--- config.mk ---
export PLATFORM = sky130hd
export DESIGN_NAME = audio_mixer_n
export DESIGN_NICKNAME = d
export VERILOG_FILES = /design/src/rtl/audio_mixer_n_pkg.sv /design/src/rtl/sigma_delta_dac.sv /design/src/rtl/audio_mixer_n.sv
export SDC_FILE = /design/constraint.sdc
export NUM_CORES = 1
export LEC_CHECK = 0
export ABC_AREA = 1
export BUFFER_PORTS_ARGS = -buffer_cell sky130_fd_sc_hd__buf_2
export CELL_PAD_IN_SITES_DETAIL_PLACEMENT = 0
export CELL_PAD_IN_SITES_GLOBAL_PLACEMENT = 2
export CORE_MARGIN = 5
export CORE_UTILIZATION = 34
export CTS_BUF_LIST = sky130_fd_sc_hd__clkbuf_2
export CTS_CLUSTER_SIZE = 30
export DETAILED_ROUTE_END_ITERATION = 12
export PLACE_DENSITY_LB_ADDON = 0.1
export SETUP_SLACK_MARGIN = 0.02
export SLEW_MARGIN = 20
export SYNTH_ARGS = -nofsm -noshare
export SYNTH_HDL_FRONTEND = slang
export SYNTH_SLANG_ARGS = --single-unit
--- constraint.sdc ---
create_clock -name clk28 -period 5.55 [get_ports clk28]
set_input_delay 0.555 -clock clk28 [delete_from_list [all_inputs] [get_ports clk28]]
set_output_delay 0.555 -clock clk28 [all_outputs]
set_load 0.02 [all_outputs]
--- src/rtl/audio_mixer_n_pkg.sv ---
// Shared types and width helpers for the N-channel audio mixer.
// Pan encoding and accumulator width are used by the mixer and its bench.
package audio_mixer_n_pkg;

  typedef enum logic [1:0] {
    PAN_OFF   = 2'b00,
    PAN_LEFT  = 2'b01,
    PAN_RIGHT = 2'b10,
    PAN_BOTH  = 2'b11
  } mixer_pan_t;

  // Product width plus enough headroom for NCH products and the beeper/tape constants.
  function automatic int unsigned mixer_aw(int unsigned nch, int unsigned dw);
    return dw + 4 + $clog2(nch + 1);
  endfunction

endpackage

--- src/rtl/sigma_delta_dac.sv ---
// First-order sigma-delta modulator: the registered carry of a W-bit phase
// accumulator gives a bitstream whose ones density is din / 2**W.
module sigma_delta_dac #(
  parameter int unsigned W = 8
) (
  input  logic         clk28,
  input  logic         rst,
  input  logic [W-1:0] din,
  output logic         dout
);

  logic [W:0] acc_q, acc_d;

  always_comb begin
    acc_d = {1'b0, acc_q[W-1:0]} + {1'b0, din};
  end

  always_ff @(posedge clk28) begin
    if (rst) begin
      acc_q <= '0;
    end else begin
      acc_q <= acc_d;
    end
  end

  assign dout = acc_q[W];

endmodule

--- src/rtl/audio_mixer_n.sv ---
// Time-multiplexed N-channel mixer: one channel per clk28 cycle, then a latch slot
// that publishes the frame sums and feeds a sigma-delta DAC per side.
module audio_mixer_n
  import audio_mixer_n_pkg::*;
#(
  parameter int unsigned NCH        = 4,
  parameter int unsigned DW         = 8,
  parameter int unsigned BEEP_LEVEL = 2048,
  parameter int unsigned TAPE_LEVEL = 1024,
  localparam int unsigned AW        = mixer_aw(NCH, DW)
) (
  input  logic              clk28,
  input  logic              rst,
  input  logic [NCH*DW-1:0] ch_data,
  input  logic [NCH*4-1:0]  ch_vol,
  input  logic [NCH*2-1:0]  ch_pan,
  input  logic              beeper,
  input  logic              tape,
  input  logic              mute,
  output logic [AW-1:0]     sample_l,
  output logic [AW-1:0]     sample_r,
  output logic              sample_valid,
  output logic              dac_l,
  output logic              dac_r
);

  localparam int unsigned IW = $clog2(NCH + 1);
  localparam int unsigned PW = DW + 4;

  if (BEEP_LEVEL + TAPE_LEVEL >= (1 << PW)) begin : g_level_check
    $error("BEEP_LEVEL + TAPE_LEVEL must be below 2**(DW+4)");
  end

  logic [IW-1:0] idx_q, idx_d;
  logic [AW-1:0] acc_l_q, acc_l_d;
  logic [AW-1:0] acc_r_q, acc_r_d;
  logic [AW-1:0] sample_l_q, sample_l_d;
  logic [AW-1:0] sample_r_q, sample_r_d;
  logic          valid_q;

  logic          last_slot;
  logic [DW-1:0] cur_data;
  logic [3:0]    cur_vol;
  mixer_pan_t    cur_pan;
  logic [PW-1:0] prod;
  logic          add_l, add_r;
  logic [AW-1:0] beep_add, tape_add;

  assign last_slot = (idx_q == IW'(NCH));
  assign beep_add  = beeper ? AW'(BEEP_LEVEL) : '0;
  assign tape_add  = tape ? AW'(TAPE_LEVEL) : '0;

  // Select the channel owning the current slot; the latch slot selects nothing.
  always_comb begin
    cur_data = '0;
    cur_vol  = '0;
    cur_pan  = PAN_OFF;
    for (int k = 0; k < NCH; k++) begin
      if (idx_q == IW'(k)) begin
        cur_data = ch_data[k*DW +: DW];
        cur_vol  = ch_vol[k*4 +: 4];
        cur_pan  = mixer_pan_t'(ch_pan[k*2 +: 2]);
      end
    end
  end

  assign prod = PW'(cur_data) * PW'(cur_vol);

  always_comb begin
    add_l = 1'b0;
    add_r = 1'b0;
    unique case (cur_pan)
      PAN_LEFT:  add_l = 1'b1;
      PAN_RIGHT: add_r = 1'b1;
      PAN_BOTH: begin
        add_l = 1'b1;
        add_r = 1'b1;
      end
      default: ;
    endcase
  end

  always_comb begin
    idx_d      = last_slot ? '0 : idx_q + IW'(1);
    acc_l_d    = acc_l_q;
    acc_r_d    = acc_r_q;
    sample_l_d = sample_l_q;
    sample_r_d = sample_r_q;
    if (last_slot) begin
      // The latch slot carries no channel, so clearing here drops nothing.
      acc_l_d    = '0;
      acc_r_d    = '0;
      sample_l_d = mute ? '0 : acc_l_q + beep_add + tape_add;
      sample_r_d = mute ? '0 : acc_r_q + beep_add + tape_add;
    end else begin
      if (add_l) acc_l_d = acc_l_q + AW'(prod);
      if (add_r) acc_r_d = acc_r_q + AW'(prod);
    end
  end

  always_ff @(posedge clk28) begin
    if (rst) begin
      idx_q      <= '0;
      acc_l_q    <= '0;
      acc_r_q    <= '0;
      sample_l_q <= '0;
      sample_r_q <= '0;
      valid_q    <= 1'b0;
    end else begin
      idx_q      <= idx_d;
      acc_l_q    <= acc_l_d;
      acc_r_q    <= acc_r_d;
      sample_l_q <= sample_l_d;
      sample_r_q <= sample_r_d;
      valid_q    <= last_slot;
    end
  end

  assign sample_l     = sample_l_q;
  assign sample_r     = sample_r_q;
  assign sample_valid = valid_q;

  sigma_delta_dac #(
    .W (AW)
  ) u_dac_l (
    .clk28 (clk28),
    .rst   (rst),
    .din   (sample_l_q),
    .dout  (dac_l)
  );

  sigma_delta_dac #(
    .W (AW)
  ) u_dac_r (
    .clk28 (clk28),
    .rst   (rst),
    .din   (sample_r_q),
    .dout  (dac_r)
  );

endmodule

# Word-level counts from Yosys, hierarchy flattened
# Index checks and enable logic that the tools add are counted.
[word_totals]
mem_count = 0
latchBits = 0
reg_bits = 96
ram_bits = 0
elab_cells = 47
output_inout_bits = 33
input_bits = 61
rom_bits = 0
[classes]
div_mod_pow = 0
multipliers = 1
bitwise_logic = 0
n_eq_ne = 7
shifts = 0
add_sub_neg = 9
mux = 18
magnitude_cmp = 0
reduce_logical = 4
[op_table]
columns = ["operator", "n"]
rows = [
  ["15-bit by 12-bit adder with 15-bit output", 4],
  ["15-bit by 15-bit adder with 16-bit output", 2],
  ["8-bit 2-to-1 mux", 4],
  ["15-bit by 11-bit adder with 15-bit output", 2],
  ["15-bit 2-to-1 mux", 2],
  ["4-bit 2-to-1 mux", 4],
  ["8-bit by 4-bit multiplier with 12-bit output", 1],
  ["12-bit 2-to-1 mux", 1],
  ["11-bit 2-to-1 mux", 1],
  ["2-bit 2-to-1 mux", 4],
  ["3-bit by 2-bit equality test with 1-bit output (second input constant)", 2],
  ["2-bit OR reduction", 3],
  ["2-bit equality test (second input constant)", 2],
  ["3-bit by 1-bit adder with 3-bit output (second input constant)", 1],
  ["3-bit by 1-bit equality test with 1-bit output (second input constant)", 1],
  ["3-bit equality test (second input constant)", 1],
  ["3-bit logical NOT", 1],
  ["2-bit by 1-bit equality test with 1-bit output (second input constant)", 1],
  ["1-bit 2-to-1 mux", 2],
]

# Logic depth before layout (Yosys ltp)
# Gate-level depths: netlist of the first run.
[logic_depth]
word_depth = 8
ltp_mapped = 33
depth_no_buf = 32

# Modules after synthesis
# A second synthesis of the first run with hierarchy kept.
[hier_totals]
hier_cells = 1186
hier_area_um2 = 7816.2
[modules_own_cells]
columns = ["mod", "cells_each", "area_per_inst_um2", "seq_area_each_um2", "n_inst"]
rows = [
  ["audio_mixer_n", 774, 5277.6, 1281.2, 1],
  ["sigma_delta_dac (u_dac_l)", 207, 1276.2, 320.3, 1],
  ["sigma_delta_dac (u_dac_r)", 205, 1262.5, 320.3, 1],
]

# Worst setup path before layout of the first run
# No wires, ideal clock.
[synth_timing]
path_type = "register -> register"
from = "register idx_q[2]"
to = "register acc_l_q[14]"
path_stages_with_launch = 27
required_time_ns = 5.435
setup_time_ns = 0.115
path_buffers = 1
t_arrival_ns = 4.617
setup_slack_ns = 0.818
period_less_slack_ns = 4.732
path_cell_list = "dfxtp_1 -> inv_2 -> ha_1 -> inv_1 -> clkbuf_1 -> o21ai_0 -> o21ai_1 -> nand2_1 -> fa_1 -> inv_1 -> fa_1 -> ha_1 -> a21oi_1 -> nand2_1 -> a21boi_0 -> nor2_1 -> nor2_1 -> xnor2_1 -> ha_1 -> nand2_1 -> inv_1 -> nand2_1 -> nand2_1 -> a21oi_1 -> nand2_1 -> a21oi_1 -> nor2_1"
[synth_between]
elab_chain_len = 8
elab_cells_between_ends = 24
cone_classes = "1 x add/sub; 1 x mul; 6 x eq/ne; 13 x mux; 3 x reduce/logical"
[synth_lines]
columns = ["item", "line", "text"]
rows = [
  ["start: declaration", "audio_mixer_n.sv:34", "logic [IW-1:0] idx_q, idx_d;"],
  ["start signal: assignment", "audio_mixer_n.sv:110", "idx_q <= idx_d;"],
  ["parallel branches: the longest is 8 deep, another holds 15-bit by 12-bit adder with 15-bit output", "-", ""],
  ["end signal: assignment", "audio_mixer_n.sv:111", "acc_l_q <= acc_l_d;"],
  ["end: declaration", "audio_mixer_n.sv:35", "logic [AW-1:0] acc_l_q, acc_l_d;"],
]
# Parallel ways; which one is timed is not known.
# A chain may end at the register's enable or synchronous reset.

# Final worst setup path of the first run
[layout_timing]
from = "register idx_q[1]"
to = "register acc_r_q[9]"
[layout_between]
elab_chain_len = 8
elab_cells_between_ends = 24
cone_classes = "1 x add/sub; 1 x mul; 6 x eq/ne; 13 x mux; 3 x reduce/logical"
[layout_lines]
columns = ["item", "line", "text"]
rows = [
  ["parallel branches: the longest is 8 deep, another holds 15-bit by 12-bit adder with 15-bit output", "-", ""],
  ["end signal: assignment", "audio_mixer_n.sv:112", "acc_r_q <= acc_r_d;"],
  ["end: declaration", "audio_mixer_n.sv:36", "logic [AW-1:0] acc_r_q, acc_r_d;"],
]
# Parallel ways; which one is timed is not known.

==> impl_metrics.tcl, run 1 <==
set metrics [dict create \
    final_cell_mix "nand2_1 (303), inv_1 (161), dfxtp_1 (93), buf_2 (93), a21oi_1 (91)" \
    fin_crit_ns 5.16 \
    async_reset_ff_share_pct 0 \
    finalWorstSetupSlack_ns 0.389 \
    cts_tree "yes" \
    setup_viol 0 \
    drtPass1Iterations 7 \
    vias_per_cell 4.78 \
    vdd_drop_max_v 0.000134 \
    arrival_ns 5.74 \
    tightest_slew_ns 0.857 \
    synth-main-ff-cell "dfxtp_1" \
    grt_pass1_wl_um 35500 \
    switching_share_pct 50.4 \
    regArea_sq_mm 0.00193 \
    synth_cells 1119 \
    tns_ns 0 \
    fillers 2400 \
    place_congestion 0.787 \
    drc 0 \
    wl_per_cell_um 14.2 \
    min_path_type "input port to flop" \
    power_density_mw_per_mm2 370 \
    num_rows 54 \
    clk_latency_ns 0.65 \
    multi_input_comb_area_sq_mm 0.00493 \
    grt_max_degree 39 \
    fin_cells 1501 \
    start_util_pct 34.7 \
    grt-ovfl-total 0 \
    syn_nets 1283 \
    yosysWarnings 0 \
    p_comb_share_pct 61.5 \
    rsz0062_at_grt "false" \
    area_delta_synth_final_pct 12.6 \
    ios 94 \
    start_kind "flop" \
    drt-initial-drc-count 409 \
    syn_avg_cell_area_sq_um 6.78 \
    port_buffers 93 \
    crit_top_cell "nand2_1" \
    cts_root_buf "clkbuf_2" \
    synth_cell_types 36 \
    drive_gt1_share_pct 12.8 \
    hold_viol_final 0 \
    path_class "flop to flop" \
    synth_edf_count 0 \
    fin_worst_skew_ns 0.0675 \
    fmax_mhz 194 \
    dieArea_sq_mm 0.0254 \
    syn_area_sq_mm 0.00759 \
    power_frac_clock_pct 11.4 \
    slew-limit-headroom_pct 42.8 \
    maxCapViolations 0 \
    slowest_delay_ns 0.54 \
    crit_family "adder cells" \
    power.leakage_uw 0.00463 \
    r2r_cells 30 \
    die_h_um 159 \
    cts_max_level 3 \
    crit_path_max_fanout 5 \
    postRouteAntennaNets 0 \
    dp_hpwl_um 17300 \
    final_common_cell "nand2_1" \
    pre_cts_ws_ns 0.117 \
    synth-seq-cells 96 \
    clk_pin_slew_worst_paths_ns 0.31 \
    hold_buffers 0 \
    net-switching-power_uw 1590 \
    path_buf_inv 6 \
    grt_pass1_vias 7096 \
    slew_viol_final 0 \
    outcome "finished clean" \
    die_x_um 159 \
    grt_use_total_pct 16.8 \
    end_kind "flop" \
    seq_area_frac_synth_pct 25.3 \
    coreArea_sq_mm 0.0219 \
    pwr-share-seq_pct 27.1 \
    slowest_stage "fa_1" \
    cts_sinks 96 \
    cts_buffers 9 \
    cp.depth 30 \
    antenna_found_initial 1 \
    min_path_cells 2 \
    min_period_over_period_pct 93.0 \
    nNetsFinal 1379 \
    critPathRequiredTime_ns 6.13 \
    num_vias 7177 \
    post-place-cells 1474 \
    internal-power_uw 1570 \
    wirelength_um 21400 \
    clock_path_buffers 2 \
]
==> cell type report <==
type                       count  share of cell area, %
antenna                        1                 0.0293
sequential                    96                   22.5
inverter                     169                   7.42
clock inverter                 7                  0.791
clock buffer                   9                  0.527
multi-input combinational    829                   57.7
tap                          280                   4.10
timing repair buffer         110                   6.94
==> power by group through the flow <==
stage	Sequential [uW]	Combinational (uW)	Clock [uW]
final	855	1940	361
after global routing	870	2240	400
after CTS	856	1930	381
after detailed placement	869	1920	0
after global placement	868	1940	0
after floorplan	829	1460	0
==> path summary, 6_finish.rpt <==
check / from / to / slack [ns]
max: idx_q[1]$_SDFF_PP0_ / acc_r_q[9]$_SDFFE_PP0P_ / 0.39
min: rst / u_dac_r.acc_q[1]$_SDFF_PP0_ / 0.27
max reg2reg: idx_q[1]$_SDFF_PP0_ / acc_r_q[9]$_SDFFE_PP0P_ / 0.39
min reg2reg: idx_q[0]$_SDFF_PP0_ / idx_q[0]$_SDFF_PP0_ / 0.45
==> per-stage QoR <==
stage          cell area, sq um  hold slack [ns]  power, uW  utilization [%]
2_1_floorplan              7590            0.433       2290                -
3_3_place_gp               8330            0.452       2810             38.0
3_5_place_dp               8330            0.457       2790             38.0
4_1_cts                    8440            0.206       3170             38.6
5_1_grt                    8550            0.219       3510             39.0
6_report                   8550            0.268       3160             39.0
==> flip-flops by register name, summed over array words and instances (netlist names) <==
signal / cells
u_dac_l.acc_q: 16
u_dac_r.acc_q: 16
acc_l_q: 15
acc_r_q: 15
sample_l: 15
sample_r: 15
idx_q: 3
sample_valid: 1
==> metal layers <==
layer | global-route usage (%) | vias up | part of all wire (%)
li1 | - | 3859 | -
met4 | 3.68 | 0 | 0.95
met3 | 1.94 | 11 | 2.4
met5 | 0 | - | 0
met1 | 23.2 | 3220 | 50
met2 | 28.3 | 87 | 46
==> worst reg2reg max path: cells and delay by family (launching register included) <==
kind	cells	cell delay, ns
AOI/OAI and AO/OA	3	0.45
xor gates and xnor gates	1	0.08
adders and majority gates	5	2.12
buffers and inverters	6	0.59
DFF	1	0.39
and+or+nand+nor	15	1.55
==> Yosys cell counts, types with 15 or more instances <==
library cell    n  area, sq um
a21oi_1        92          460
a31oi_1        15         93.8
a32o_1         19          190
dfxtp_1        96         1920
fa_1           18          360
ha_1           85         1060
inv_1         162          608
nand2_1       303         1140
nand3_1        62          310
nor2_1         84          315
o21ai_0        46          230
o21ai_1        27          135
xnor2_1        17          149
==> cell families after synthesis <==
logic type	share of synthesized area, %
xor gates and xnor gates	2.88
and+or+nand+nor	25.7
buffers and inverters	10.3
AOI/OAI and AO/OA	17.0
adders and majority gates	18.8
DFF	25.3
==> what timing repair did <==
action / CTS / global route
resized for setup: 0 / 11
hold endpoints to repair: 0 / 0
setup endpoints to repair: 0 / 14
setup buffers: 0 / 9
No activity file was read; power rests on OpenSTA's default activity.
==> run 2: changes to the inputs <==
--- a/config.mk
+++ b/config.mk
@@ -14,7 +14,7 @@
 export CTS_BUF_LIST = sky130_fd_sc_hd__clkbuf_2
 export CTS_CLUSTER_SIZE = 30
 export DETAILED_ROUTE_END_ITERATION = 12
-export PLACE_DENSITY_LB_ADDON = 0.1
+export PLACE_DENSITY_LB_ADDON = 0.05
 export SETUP_SLACK_MARGIN = 0.02
 export SLEW_MARGIN = 20
 export SYNTH_ARGS = -nofsm -noshare
==> impl_metrics.tcl, run 2 (synthesized netlist as in run 1, its figures left out) <==
set metrics [dict create \
    outcome "finished clean" \
    place_congestion 0.813 \
    placed_cell_area_sq_mm 0.00837 \
    grt_use_total_pct 17.2 \
    power.leakage_uw 0.00461 \
    port_buffers 93 \
    drc 0 \
    switching_share_pct 50.0 \
    crit_family "adder cells" \
    antenna_found_initial 1 \
    clk_latency_ns 0.61 \
    p_comb_share_pct 62.3 \
    drive_gt1_share_pct 12.2 \
    die_h_um 159 \
    grt_pass1_wl_um 36200 \
    power_density_mw_per_mm2 365 \
    fmax_mhz 198 \
    start_kind "flop" \
    maxCapViolations 0 \
    ios 94 \
    path_buf_inv 9 \
    clock_path_buffers 2 \
    dieArea_sq_mm 0.0254 \
    tightest_slew_ns 0.881 \
    cts_tree "yes" \
    drt-initial-drc-count 373 \
    slowest_delay_ns 0.52 \
    num_vias 7204 \
    final_cell_mix "nand2_1 (303), inv_1 (162), dfxtp_1 (96), buf_2 (93), a21oi_1 (92)" \
    final_common_cell "nand2_1" \
    pwr-share-seq_pct 27.5 \
    coreArea_sq_mm 0.0219 \
    start_util_pct 34.7 \
    postRouteAntennaNets 0 \
    cts_max_level 3 \
    setup.worst_path.start "idx_q[1]$_SDFF_PP0_" \
    fin_crit_ns 5.06 \
    critPathRequiredTime_ns 6.10 \
    min_path_type "input port to flop" \
    vdd_drop_max_v 0.000129 \
    internal-power_uw 1560 \
    min_period_over_period_pct 91.2 \
    net-switching-power_uw 1560 \
    wirelength_um 21500 \
    final_area_sq_mm 0.00853 \
    fin_worst_skew_ns 0.0295 \
    grt_max_degree 30 \
    nNetsFinal 1378 \
    setup_viol 0 \
    clk_pin_slew_worst_paths_ns 0.27 \
    hold_buffers 0 \
    r2r_start "idx_q[1]$_SDFF_PP0_" \
    wl_per_cell_um 14.3 \
    hp-start "rst" \
    slowest_stage "fa_1" \
    slew-limit-headroom_pct 41.2 \
    vias_per_cell 4.81 \
    fillers 2449 \
    biggestRegsByFlops "u_dac_l.acc_q x16, u_dac_r.acc_q x16" \
    path_class "flop to flop" \
    fin_util_pct 39.0 \
    power_frac_clock_pct 10.2 \
    end_kind "flop" \
    crit_top_cell "inv_1" \
    cts_buffers 9 \
    area_delta_synth_final_pct 12.4 \
    rsz0062_at_grt "true" \
    hold_viol_final 0 \
    cts_root_buf "clkbuf_2" \
    cts_sinks 96 \
    r2r_setup_slack_ns 0.49 \
    grt_pass1_vias 7122 \
    dp_hpwl_um 17600 \
    grt-ovfl-total 0 \
    drtPass1Iterations 5 \
    slew_viol_final 0 \
    num_rows 54 \
    die_x_um 159 \
    arrival_ns 5.61 \
    tns_ns 0 \
    crit_path_max_fanout 8 \
]
==> run 2: cell count changes in the layout (fill, tap and decap cells not counted), sizes merged <==
| cell | previous run | this run |
|---|---|---|
| nor2 | 88 | 87 |
| inv | 171 | 170 |
==> run 2: worst paths after layout <==
kind	to	cells past startpoint
hold reg to reg	idx_q[0]$_SDFF_PP0_	1
hold / removal	u_dac_r.acc_q[1]$_SDFF_PP0_	2
setup reg to reg	acc_l_q[11]$_SDFFE_PP0P_	30
setup / recovery	acc_l_q[11]$_SDFFE_PP0P_	30
==> run 2: area by class of cell <==
cell class	count	area [sq um]	share of cell area [%]
Sequential cell	96	1920	22.5
Tap cell	280	350	4.11
Inverter	169	634	7.44
Multi-Input combinational cell	828	4950	58.0
Timing Repair Buffer	110	593	6.95
Antenna cell	1	2.50	0.0293
Clock inverter	6	35.0	0.411
Clock buffer	9	45.0	0.528
==> run 2: power by group through the flow <==
stage,sequential (uW),clock (uW),combinational [uW]
detailed placement,871,0,1920
global placement,871,0,1950
CTS,857,343,1940
global route,873,367,2240
finish,856,318,1940
floorplan,829,0,1460
==> run 2: routing by layer <==
metal / global-route usage [%] / share of wire (%) / vias up
met5: 0 / 0 / -
met4: 4.15 / 1.2 / 0
met3: 1.94 / 1.8 / 12
met2: 28.4 / 46 / 64
met1: 24.0 / 51 / 3278
li1: - / - / 3850
==> run 2: metrics by stage <==
step	hold slack, ns	worst slack, ns	cells	total power, uW
detailed placement	0.456	0.200	1480	2790
finish	0.301	0.488	1499	3110
CTS	0.234	0.159	1495	3140
global placement	0.454	0.238	1480	2820
floorplan	0.433	0.818	1119	2290
global route	0.230	0.0117	1499	3480
==> run 2: timing repair <==
action	CTS	global route
setup buffers	0	3
endpoints found under the hold margin	0	0
resized for setup	0	10
setup endpoints to repair	0	13
